**config.mk**
```make
export PLATFORM = sky130hd
export DESIGN_NAME = imem_dmem_arbiter_flat
export DESIGN_NICKNAME = d
export VERILOG_FILES = /design/src/rtl/imem_dmem_arbiter_if.sv /design/src/rtl/imem_dmem_arbiter.sv /design/src/flat_wrapper.sv
export SDC_FILE = /design/constraint.sdc
export NUM_CORES = 1
export LEC_CHECK = 0
export ABC_AREA = 0
export BUFFER_PORTS_ARGS = -buffer_cell sky130_fd_sc_hd__buf_4
export CORE_MARGIN = 4
export CORE_UTILIZATION = 31
export DETAILED_ROUTE_END_ITERATION = 6
export PLACE_DENSITY = 0.68
export RECOVER_POWER = 25
export SLEW_MARGIN = 20
export SYNTH_ARGS = -nofsm -noshare
export SYNTH_HDL_FRONTEND = slang
export SYNTH_SLANG_ARGS = --single-unit
export TNS_END_PERCENT = 20
```
**constraint.sdc**
```tcl
create_clock -name CLK -period 1.87 [get_ports CLK]
set_input_delay 0.187 -clock CLK [delete_from_list [all_inputs] [get_ports CLK]]
set_output_delay 0.187 -clock CLK [all_outputs]
set_load 0.02 [all_outputs]
```
**src/rtl/imem_dmem_arbiter_if.sv**
```systemverilog
// rtl/imem_dmem_arbiter_if.sv - fetch, data and memory-port signal bundle for the arbiter
interface imem_dmem_arbiter_if #(
  parameter int ADDR_W = 32,
  parameter int DATA_W = 32
);
  logic              iREN;
  logic [ADDR_W-1:0] iaddr;
  logic              iabort;
  logic              ihit;
  logic [DATA_W-1:0] iload;

  logic              dREN;
  logic              dWEN;
  logic [ADDR_W-1:0] daddr;
  logic [DATA_W-1:0] dstore;
  logic              dhit;
  logic [DATA_W-1:0] dload;

  logic              mem_ren;
  logic              mem_wen;
  logic [ADDR_W-1:0] mem_addr;
  logic [DATA_W-1:0] mem_wdata;
  logic [DATA_W-1:0] mem_rdata;
  logic              mem_ready;

  logic              busy;

  modport slave (
    input  iREN, iaddr, iabort, dREN, dWEN, daddr, dstore, mem_rdata, mem_ready,
    output ihit, iload, dhit, dload, mem_ren, mem_wen, mem_addr, mem_wdata, busy
  );

  modport master (
    output iREN, iaddr, iabort, dREN, dWEN, daddr, dstore, mem_rdata, mem_ready,
    input  ihit, iload, dhit, dload, mem_ren, mem_wen, mem_addr, mem_wdata, busy
  );
endinterface

```
**src/rtl/imem_dmem_arbiter.sv**
```systemverilog
// rtl/imem_dmem_arbiter.sv - unified memory port arbiter, data priority with fetch anti-starvation
module imem_dmem_arbiter #(
  parameter int ADDR_W       = 32,
  parameter int DATA_W       = 32,
  parameter int STARVE_LIMIT = 4
) (
  input  logic                  CLK,
  input  logic                  RST,
  imem_dmem_arbiter_if.slave    bus
);

  typedef enum logic [2:0] {IDLE, IACC, DACC, IRESP, DRESP} state_e;

  localparam int              CNT_W = $clog2(STARVE_LIMIT + 1);
  localparam logic [CNT_W-1:0] LIMIT = CNT_W'(STARVE_LIMIT);

  state_e              state_q, state_d;
  logic [CNT_W-1:0]    starve_q, starve_d;
  logic                drop_q, drop_d;
  logic                mem_ren_q, mem_ren_d;
  logic                mem_wen_q, mem_wen_d;
  logic [ADDR_W-1:0]   mem_addr_q, mem_addr_d;
  logic [DATA_W-1:0]   mem_wdata_q, mem_wdata_d;
  logic [DATA_W-1:0]   iload_q, iload_d;
  logic [DATA_W-1:0]   dload_q, dload_d;
  logic                d_req;

  always_comb begin
    state_d     = state_q;
    starve_d    = starve_q;
    drop_d      = drop_q;
    mem_ren_d   = mem_ren_q;
    mem_wen_d   = mem_wen_q;
    mem_addr_d  = mem_addr_q;
    mem_wdata_d = mem_wdata_q;
    iload_d     = iload_q;
    dload_d     = dload_q;
    d_req       = bus.dREN | bus.dWEN;

    case (state_q)
      IDLE: begin
        if (!bus.iREN) starve_d = '0;
        if (d_req && (!bus.iREN || starve_q < LIMIT)) begin
          state_d     = DACC;
          mem_wen_d   = bus.dWEN;
          mem_ren_d   = ~bus.dWEN;
          mem_addr_d  = bus.daddr;
          mem_wdata_d = bus.dstore;
          // Grant with iREN high implies starve_q < LIMIT, so this saturates at LIMIT
          if (bus.iREN) starve_d = starve_q + 1'b1;
        end else if (bus.iREN && !bus.iabort) begin
          state_d    = IACC;
          mem_ren_d  = 1'b1;
          mem_wen_d  = 1'b0;
          mem_addr_d = bus.iaddr;
          starve_d   = '0;
        end
      end
      IACC: begin
        if (bus.iabort) drop_d = 1'b1;
        if (bus.mem_ready) begin
          state_d   = IRESP;
          mem_ren_d = 1'b0;
          mem_wen_d = 1'b0;
          if (!drop_q && !bus.iabort) iload_d = bus.mem_rdata;
        end
      end
      DACC: begin
        if (bus.mem_ready) begin
          state_d   = DRESP;
          mem_ren_d = 1'b0;
          mem_wen_d = 1'b0;
          if (!mem_wen_q) dload_d = bus.mem_rdata;
        end
      end
      IRESP: begin
        state_d = IDLE;
        drop_d  = 1'b0;
      end
      DRESP:   state_d = IDLE;
      default: state_d = IDLE;
    endcase
  end

  always_ff @(posedge CLK) begin
    if (RST) begin
      state_q     <= IDLE;
      starve_q    <= '0;
      drop_q      <= 1'b0;
      mem_ren_q   <= 1'b0;
      mem_wen_q   <= 1'b0;
      mem_addr_q  <= '0;
      mem_wdata_q <= '0;
      iload_q     <= '0;
      dload_q     <= '0;
    end else begin
      state_q     <= state_d;
      starve_q    <= starve_d;
      drop_q      <= drop_d;
      mem_ren_q   <= mem_ren_d;
      mem_wen_q   <= mem_wen_d;
      mem_addr_q  <= mem_addr_d;
      mem_wdata_q <= mem_wdata_d;
      iload_q     <= iload_d;
      dload_q     <= dload_d;
    end
  end

  // A redirect arriving during the response cycle still kills the pulse
  assign bus.ihit      = (state_q == IRESP) && !drop_q && !bus.iabort;
  assign bus.dhit      = (state_q == DRESP);
  assign bus.iload     = iload_q;
  assign bus.dload     = dload_q;
  assign bus.mem_ren   = mem_ren_q;
  assign bus.mem_wen   = mem_wen_q;
  assign bus.mem_addr  = mem_addr_q;
  assign bus.mem_wdata = mem_wdata_q;
  assign bus.busy      = (state_q != IDLE);

endmodule

```
**src/flat_wrapper.sv**
```systemverilog
// flat-port wrapper written by rule: the top's interface ports become plain ports
module imem_dmem_arbiter_flat 
#(
  parameter int ADDR_W       = 32,
  parameter int DATA_W       = 32,
  parameter int STARVE_LIMIT = 4
)
  (CLK, RST, bus_iREN, bus_iaddr, bus_iabort, bus_dREN, bus_dWEN, bus_daddr, bus_dstore, bus_mem_rdata, bus_mem_ready, bus_ihit, bus_iload, bus_dhit, bus_dload, bus_mem_ren, bus_mem_wen, bus_mem_addr, bus_mem_wdata, bus_busy);
  imem_dmem_arbiter_if #(.ADDR_W(ADDR_W), .DATA_W(DATA_W)) bus_i ();
  input  logic CLK;
  input  logic RST;
  input wire logic [$bits(bus_i.iREN)-1:0] bus_iREN;
  input wire logic [$bits(bus_i.iaddr)-1:0] bus_iaddr;
  input wire logic [$bits(bus_i.iabort)-1:0] bus_iabort;
  input wire logic [$bits(bus_i.dREN)-1:0] bus_dREN;
  input wire logic [$bits(bus_i.dWEN)-1:0] bus_dWEN;
  input wire logic [$bits(bus_i.daddr)-1:0] bus_daddr;
  input wire logic [$bits(bus_i.dstore)-1:0] bus_dstore;
  input wire logic [$bits(bus_i.mem_rdata)-1:0] bus_mem_rdata;
  input wire logic [$bits(bus_i.mem_ready)-1:0] bus_mem_ready;
  output wire logic [$bits(bus_i.ihit)-1:0] bus_ihit;
  output wire logic [$bits(bus_i.iload)-1:0] bus_iload;
  output wire logic [$bits(bus_i.dhit)-1:0] bus_dhit;
  output wire logic [$bits(bus_i.dload)-1:0] bus_dload;
  output wire logic [$bits(bus_i.mem_ren)-1:0] bus_mem_ren;
  output wire logic [$bits(bus_i.mem_wen)-1:0] bus_mem_wen;
  output wire logic [$bits(bus_i.mem_addr)-1:0] bus_mem_addr;
  output wire logic [$bits(bus_i.mem_wdata)-1:0] bus_mem_wdata;
  output wire logic [$bits(bus_i.busy)-1:0] bus_busy;
  assign bus_i.iREN = bus_iREN;
  assign bus_i.iaddr = bus_iaddr;
  assign bus_i.iabort = bus_iabort;
  assign bus_i.dREN = bus_dREN;
  assign bus_i.dWEN = bus_dWEN;
  assign bus_i.daddr = bus_daddr;
  assign bus_i.dstore = bus_dstore;
  assign bus_i.mem_rdata = bus_mem_rdata;
  assign bus_i.mem_ready = bus_mem_ready;
  assign bus_ihit = bus_i.ihit;
  assign bus_iload = bus_i.iload;
  assign bus_dhit = bus_i.dhit;
  assign bus_dload = bus_i.dload;
  assign bus_mem_ren = bus_i.mem_ren;
  assign bus_mem_wen = bus_i.mem_wen;
  assign bus_mem_addr = bus_i.mem_addr;
  assign bus_mem_wdata = bus_i.mem_wdata;
  assign bus_busy = bus_i.busy;
  imem_dmem_arbiter #(.ADDR_W(ADDR_W), .DATA_W(DATA_W), .STARVE_LIMIT(STARVE_LIMIT)) u_core (.CLK(CLK), .RST(RST), .bus(bus_i));
endmodule
```
**Yosys cells after proc, flatten, opt, wreduce, memory -nomap -nowiden**

Index checks and enable logic that the tools add are counted.

- Register bits after elaboration: 137
- Input bits: 135
- Output and inout port bits: 133
- Word-level logic and storage cells: 65

- Add/subtract/negate cells: 1
- $lt $le $gt $ge: 1
- Equal/unequal tests: 9
- Muxes and demuxes: 20
- Bitwise operators: 3
- Reductions and logical operators: 22

Operators by type and width:

| cell | count |
|---|---|
| $mux W32 | 2 |
| $mux W3 | 8 |
| $reduce_and A3 Y1 | 4 |
| $pmux W3 S3 | 1 |
| $eq A3 B2 Y1 const B | 2 |
| $mux W1 | 6 |
| $ne A2 B2 Y1 const B | 3 |
| $pmux W1 S2 | 3 |
| $reduce_and A2 Y1 | 3 |
| $reduce_bool A2 Y1 | 3 |
| $logic_and A1 B1 Y1 | 5 |
| $add A3 B1 Y3 const B | 1 |
| $eq A3 B1 Y1 const B | 1 |
| $eq A3 B3 Y1 const B | 1 |
| $logic_not A1 Y1 | 3 |
| $logic_not A3 Y1 | 1 |
| $lt A3 B3 Y1 const B | 1 |
| $ne A3 B1 Y1 const B | 1 |
| $reduce_bool A3 Y1 | 1 |
| $ne A2 B1 Y1 const B | 1 |
| $not A1 Y1 | 2 |
| $reduce_or A2 Y1 | 1 |
| $logic_or A1 B1 Y1 | 1 |
| $or A1 B1 Y1 | 1 |

**Logic depth before layout (Yosys ltp)**

Gate-level depths: netlist (run 1).

- Word-level depth: 5
- Gate-level depth with buffers: 8
- Gate-level depth less buffers: 5

**Least setup slack after synthesis (run 1)**

OpenSTA, ideal clock, no wires.

- Path kind: flip-flop to flip-flop
- From: register u_core.state_q[0]
- To: register u_core.mem_addr_q[14] (netlist: u_core.bus.mem_addr[14])
- Setup time: 0.139 ns
- Arrival: 1.548 ns
- Data required time: 1.731 ns
- Path slack: 0.183 ns
- Stages on the path, launching flop included: 8
- Buffers on the path: 4
- Clock period less this slack: 1.687 ns
- Path through: dfxtp_1 buf_6 or3_1 buf_2 a21oi_4 buf_6 buf_2 a311oi_2

- Longest elaborated chain between the ends: 2

Ends and longest elaborated chain:

| what | RTL line | source |
|---|---|---|
| start, declared | imem_dmem_arbiter.sv:17 | `state_e state_q, state_d;` |
| start signal, assigned | imem_dmem_arbiter.sv:97 | `state_q <= state_d;` |
| $logic_not A3 Y1 | imem_dmem_arbiter.sv:40 | `case (state_q)` |
| $reduce_and A2 Y1 (no source line) | -- |  |
| end signal, assigned | imem_dmem_arbiter.sv:102 | `mem_addr_q <= mem_addr_d;` |
| end, declared | imem_dmem_arbiter.sv:22 | `logic [ADDR_W-1:0] mem_addr_q, mem_addr_d;` |

Every way passes these cells.
A chain may end at the register's enable or synchronous reset.

**Final worst setup path (run 1)**

- From: register u_core.state_q[0]
- To: output port bus_ihit

- Longest elaborated chain between the ends: 3

Ends and longest elaborated chain:

| what | RTL line | source |
|---|---|---|
| $eq A3 B2 Y1 | imem_dmem_arbiter.sv:110 | `assign bus.ihit = (state_q == IRESP) && !drop_q && !bus.iabort;` |
| $logic_and A1 B1 Y1 (2 in a row) | imem_dmem_arbiter.sv:110 |  |
| end, declared | flat_wrapper.sv:21 | `output wire logic [$bits(bus_i.ihit)-1:0] bus_ihit;` |

Every way passes these cells.

==> impl_metrics.ini, run 1 <==
[clock_tree]
clock-root-buffer = clkbuf_16
path_clk_slew_ns = 0.06
clock_sinks = 137
cts_made_buffers = 17
cts_tree = done
clk-insertion-delay-late_ns = 0.42
cts_max_level = 4
post_cts_buffers = 0
cts_max_path_buffers = 2

[cells_and_area]
drive_above_1_share = 0.2846
fin_nets = 1061
layout_commonest_cell = nand2_1
final_cell_mix = 260 x nand2_1, 212 x buf_4, 137 x dfxtp_1
area_delta_synth_final_pct = 52.73
final_cell_area_um2 = 8038
fin_cells = 1158
antennaDiodeCount = 0
nFillCells = 1692

[floorplan]
dieArea_um2 = 19120
ios = 268
die_w_um = 138.3
coreArea_um2 = 16580
die_h_um = 138.3
placementRows = 47
start_util = 0.3173

[drt]
postRouteAntennaNets = 0
first_pass_iters = 4
avgRoutedWirePerCell_um = 14.61
viasPerCell = 4.661
wirelength_um = 16920
num_vias = 5398
drt-initial-drc-count = 271
drc_errors = 0

[timing]
period_minus_slack_ns = 1.753
worstMarginPinSlew_ns = 0.4047
max_freq_mhz = 570.4
setup_viol = 0
rsz0062_at_grt = no
slew_violations = 0
setup_tns_ns = 0
timing.final.crit_share = 0.9375
relSlewSlack = 0.7302
hold_viol_final = 0
clock_skew_ns = 0.005852
hold-worst-slack_ns = 0.01923

[synthesis]
synthArstFlopShare = 0
yosysSeqAreaShare = 0.5212
synthFlopType = dfxtp_1
syn_area_per_cell_um2 = 7.986
syn-cell-area_um2 = 5263
synth_seq_cells = 137
synth_cells = 659
synth_edf_count = 0
yosys_warnings = 0
synth_nets = 795
synth.distinct_cells = 37

[placement]
place_area_um2 = 7506
io_buffers = 267
dp_cells = 1111
place.gp.congestion = 0.8463
hpwlAfterDp_um = 11950

[setup_path]
reg2regPathDepth = 5
r2r-end = u_core.bus.mem_addr[17]
crit_path_end_kind = primary output
start_kind = flop
crit_start = u_core.state_q[0]
worstPathMaxFanout = 8
r2r_slack_ns = 0.26
r2r-start = u_core.state_q[2]
cp.required_ns = 1.68
crit_type = flop to primary output
crit_arrival_ns = 1.57

[power]
fin_total_pwr_mw = 9.204
power.leakage_nw = 3.348
power_density_nw_per_um2 = 1145
ir_drop_uv = 599.9

[min_path]
whs_path_depth = 3
hp-class = input pin to flop
hold_end = u_core.bus.mem_wdata[13]
hold_path.startpoint = bus_dstore[13]

[grt]
grt_usage = 0.1739
grt_max_degree = 63
grt_pass1_wl_um = 27260
antenna_found_initial = 0
grt_pass1_vias = 5380
grt-ovfl-total = 0

[run_status]
status = completed

[run]
maxCapViolCount = 0
## cells by family (layout without fill, tap and decap cells)
group                      count (synthesis)  in the layout  share of synthesized area
adders and majority gates                  1              1                   0.002377
and+or+nand+nor                          319            319                     0.2399
buffers and inverters                     53            332                    0.04612
muxes                                      3              3                   0.005944
AOI/OAI and AO/OA                        145            145                     0.1828
xor gates and xnor gates                   1              1                   0.001665
DFF                                      137            137                     0.5212
## worst max-delay path by stage
stage | to | cells past startpoint
detailed placement | u_core.bus.mem_addr[7] | 5
global placement | u_core.bus.mem_addr[23] | 5
floorplan | u_core.bus.mem_addr[14] | 7
global route | bus_ihit | 4
CTS | bus_ihit | 4
finish | bus_ihit | 4
## power breakdown
| part | internal [mW] | leakage [nW] | switching (mW) | total, mW |
|---|---|---|---|---|
| logic | 0.905 | 1.93 | 1.33 | 2.24 |
| registers | 3.25 | 1.12 | 0.172 | 3.42 |
| clock network | 2.17 | 0.296 | 1.38 | 3.54 |
## timing repair
action | 4_1_cts | 5_1_grt
resized for setup | 0 | 1
setup endpoints to repair | 0 | 1
hold endpoints to repair | 15 | 0
hold buffers | 15 | 0
## stage by stage
stage / utilization / setup slack [ns]
6_report: 0.4847 / 0.1168
5_1_grt: 0.4847 / 0.01714
4_1_cts: 0.4993 / 0.1262
3_5_place_dp: 0.4526 / 0.1639
3_3_place_gp: 0.4526 / 0.2071
2_1_floorplan: - / 0.1829
## state kept, by name, indices dropped and copies added (netlist names)
register              flops
u_core.bus.mem_addr      32
u_core.drop_q             1
u_core.bus.mem_wdata     32
u_core.starve_q           3
u_core.bus.mem_ren        1
u_core.bus.dload         32
u_core.state_q            3
u_core.bus.iload         32
u_core.bus.mem_wen        1
## synthesized netlist by cell type (2+ instances only)
| master | count | area [um^2] |
|---|---|---|
| a311oi_1 | 22 | 192.7 |
| a311oi_2 | 10 | 150.1 |
| buf_2 | 11 | 55.05 |
| nor2b_1 | 2 | 12.51 |
| nor2_1 | 38 | 142.6 |
| nand4b_1 | 2 | 17.52 |
| buf_4 | 2 | 15.01 |
| and4b_1 | 2 | 20.02 |
| a211oi_1 | 3 | 22.52 |
| dfxtp_1 | 137 | 2743 |
| nor3_1 | 3 | 15.01 |
| mux2i_1 | 2 | 20.02 |
| buf_6 | 3 | 33.78 |
| clkbuf_1 | 36 | 135.1 |
| nand2b_1 | 5 | 31.28 |
| nand2_1 | 260 | 975.9 |
| a21oi_1 | 101 | 505.5 |
## final cells by class
| class | instances | area, um^2 | area share |
|---|---|---|---|
| Multi-Input combinational cell | 469 | 2282 | 0.2839 |
| Clock inverter | 14 | 185.2 | 0.02304 |
| Sequential cell | 137 | 2743 | 0.3412 |
| Inverter | 1 | 3.754 | 0.0004670 |
| Tap cell | 220 | 275.3 | 0.03425 |
| Clock buffer | 18 | 439.2 | 0.05464 |
| Timing Repair Buffer | 299 | 2110 | 0.2625 |
## layer usage
| metal | up-vias | GRT usage | part of all wire |
|---|---|---|---|
| met2 | 220 | 0.2937 | 0.47 |
| li1 | 2723 | - | - |
| met1 | 2433 | 0.1953 | 0.41 |
| met4 | 0 | 0.06136 | 0.020 |
| met5 | - | 0 | 0 |
| met3 | 22 | 0.07700 | 0.097 |
## critical path, cell delays in order (launching register included)
cell and delay, ns:
dfxtp_1 0.34, buf_4 0.16, nor2b_1 0.30, and3_1 0.21
buf_4 0.15
(Power assumes the default switching activity.)
==> inputs of run 2 (changes only) <==
==> constraint.sdc (replaced) <==
create_clock -name CLK -period 1.87 [get_ports CLK]
set_input_delay 0.187 -clock CLK [delete_from_list [all_inputs] [get_ports CLK]]
set_output_delay 0.187 -clock CLK [all_outputs]
set_load 0.005 [all_outputs]
==> run 2 against run 1 <==
Compared with the run above: non-clock buffer count stayed put; clock power hardly changed; design area is 2.1% higher; via count is 0.26% lower; critical endpoint unchanged; global-route usage stayed put; flip-flop and latch count stayed put; setup slack better by 0.033 ns.
==> impl_metrics.ini, run 2 (synthesis results as in run 1) <==
[grt]
grt_pass1_vias = 5380
grt_pass1_wl_um = 27260
grt-ovfl-total = 0
grt_usage = 0.1739
grt_max_degree = 63
antenna_found_initial = 0

[drt]
drc_errors = 0
postRouteAntennaNets = 0
drt-initial-drc-count = 286
num_vias = 5384
first_pass_iters = 4
viasPerCell = 4.649
wirelength_um = 16890
avgRoutedWirePerCell_um = 14.58

[floorplan]
coreArea_um2 = 16580
dieArea_um2 = 19120
start_util = 0.3173
die_h_um = 138.3
placementRows = 47
die_w_um = 138.3
ios = 268

[setup_path]
crit_path_end_kind = primary output
crit_type = flop to primary output
crit_arrival_ns = 1.53
worstPathMaxFanout = 8
cp.required_ns = 1.68
start_kind = flop

[clock_tree]
cts_tree = done
path_clk_slew_ns = 0.06
cts_max_level = 4
cts_max_path_buffers = 2
clock_sinks = 137
cts_made_buffers = 17
post_cts_buffers = 0
clk-insertion-delay-late_ns = 0.42
clock-root-buffer = clkbuf_16

[timing]
worst_slack_ns = 0.1498
max_freq_mhz = 581.3
setup_viol = 0
period_minus_slack_ns = 1.720
hold-worst-slack_ns = 0.01794
timing.final.crit_share = 0.9199
relSlewSlack = 0.7285
worstMarginPinSlew_ns = 0.4072
setup_tns_ns = 0
rsz0062_at_grt = no
clock_skew_ns = 0.005728
slew_violations = 0
hold_viol_final = 0

[power]
swShare = 0.2836
p_clk_frac = 0.398
ir_drop_uv = 598.4
power_switching_mw = 2.524
p_int_mw = 6.378
power.leakage_nw = 3.515
pwr-share-comb = 0.218
power_density_nw_per_um2 = 1084
seqPwrFrac = 0.384

[cells_and_area]
fin_cells = 1158
layout_commonest_cell = nand2_1
area_delta_synth_final_pct = 56.02
drive_above_1_share = 0.3337
final_cell_mix = 260 x nand2_1, 212 x buf_4, 137 x dfxtp_1
fin_nets = 1061
final_cell_area_um2 = 8210
antennaDiodeCount = 0

[placement]
place.gp.congestion = 0.8463
hpwlAfterDp_um = 11950
dp_cells = 1111
place_ws_ns = 0.1639
place_area_um2 = 7506
io_buffers = 267

[run_status]
status = completed

[min_path]
hp-class = input pin to flop

[run]
maxCapViolCount = 0
==> run 2: cell counts in the layout (fill, tap and decap cells not counted) <==
No cell type changed its count.
==> run 2: worst max-delay path, stage by stage (launching register included) <==
cell and delay, ns:
dfxtp_1 0.34, buf_4 0.16, nor2b_1 0.30, and3_1 0.21, buf_4 0.12
==> run 2: routing by layer <==
| layer | global-route usage | vias to the layer above | share of wire |
|---|---|---|---|
| met4 | 0.06136 | 0 | 0.020 |
| li1 | - | 2721 | - |
| met2 | 0.2937 | 210 | 0.48 |
| met1 | 0.1953 | 2431 | 0.41 |
| met3 | 0.07700 | 22 | 0.091 |
| met5 | 0 | - | 0 |
==> run 2: layout make-up <==
class	instances	area, um^2
Fill cell	1632	8373
Sequential cell	137	2743
Multi-Input combinational cell	469	2282
Timing Repair Buffer	299	2282
Clock buffer	18	439.2
Tap cell	220	275.3
Clock inverter	14	185.2
Inverter	1	3.754
==> run 2: path summary, 6_finish.rpt <==
kind	endpoint	startpoint	cells past startpoint	slack (ns)
worst max register to register	u_core.bus.mem_addr[17]	u_core.state_q[2]	5	0.26
worst min register to register	u_core.bus.mem_wdata[5]	u_core.bus.mem_wdata[5]	2	0.45
worst max-delay path	bus_ihit	u_core.state_q[0]	4	0.15
worst min-delay path	u_core.bus.mem_wdata[9]	bus_dstore[9]	3	0.02
==> run 2: metrics by stage <==
step	util	power [mW]
2_1_floorplan	-	4.453
3_3_place_gp	0.4526	5.443
3_5_place_dp	0.4526	5.468
4_1_cts	0.4993	9.064
5_1_grt	0.4951	9.401
6_report	0.4951	8.902
==> run 2: power by group through the flow <==
stage	clock network, mW	logic, mW	registers, mW
CTS	3.63	2.01	3.43
detailed placement	0	1.98	3.49
finish	3.54	1.94	3.42
global placement	0	1.96	3.48
floorplan	0	0.953	3.50
global route	3.77	2.17	3.47
==> run 2: repair_timing <==
| item | CTS | global route |
|---|---|---|
| endpoints found under the setup margin | 0 | 1 |
| hold buffers | 15 | 0 |
| resized for setup | 0 | 1 |
| endpoints found under the hold margin | 15 | 0 |
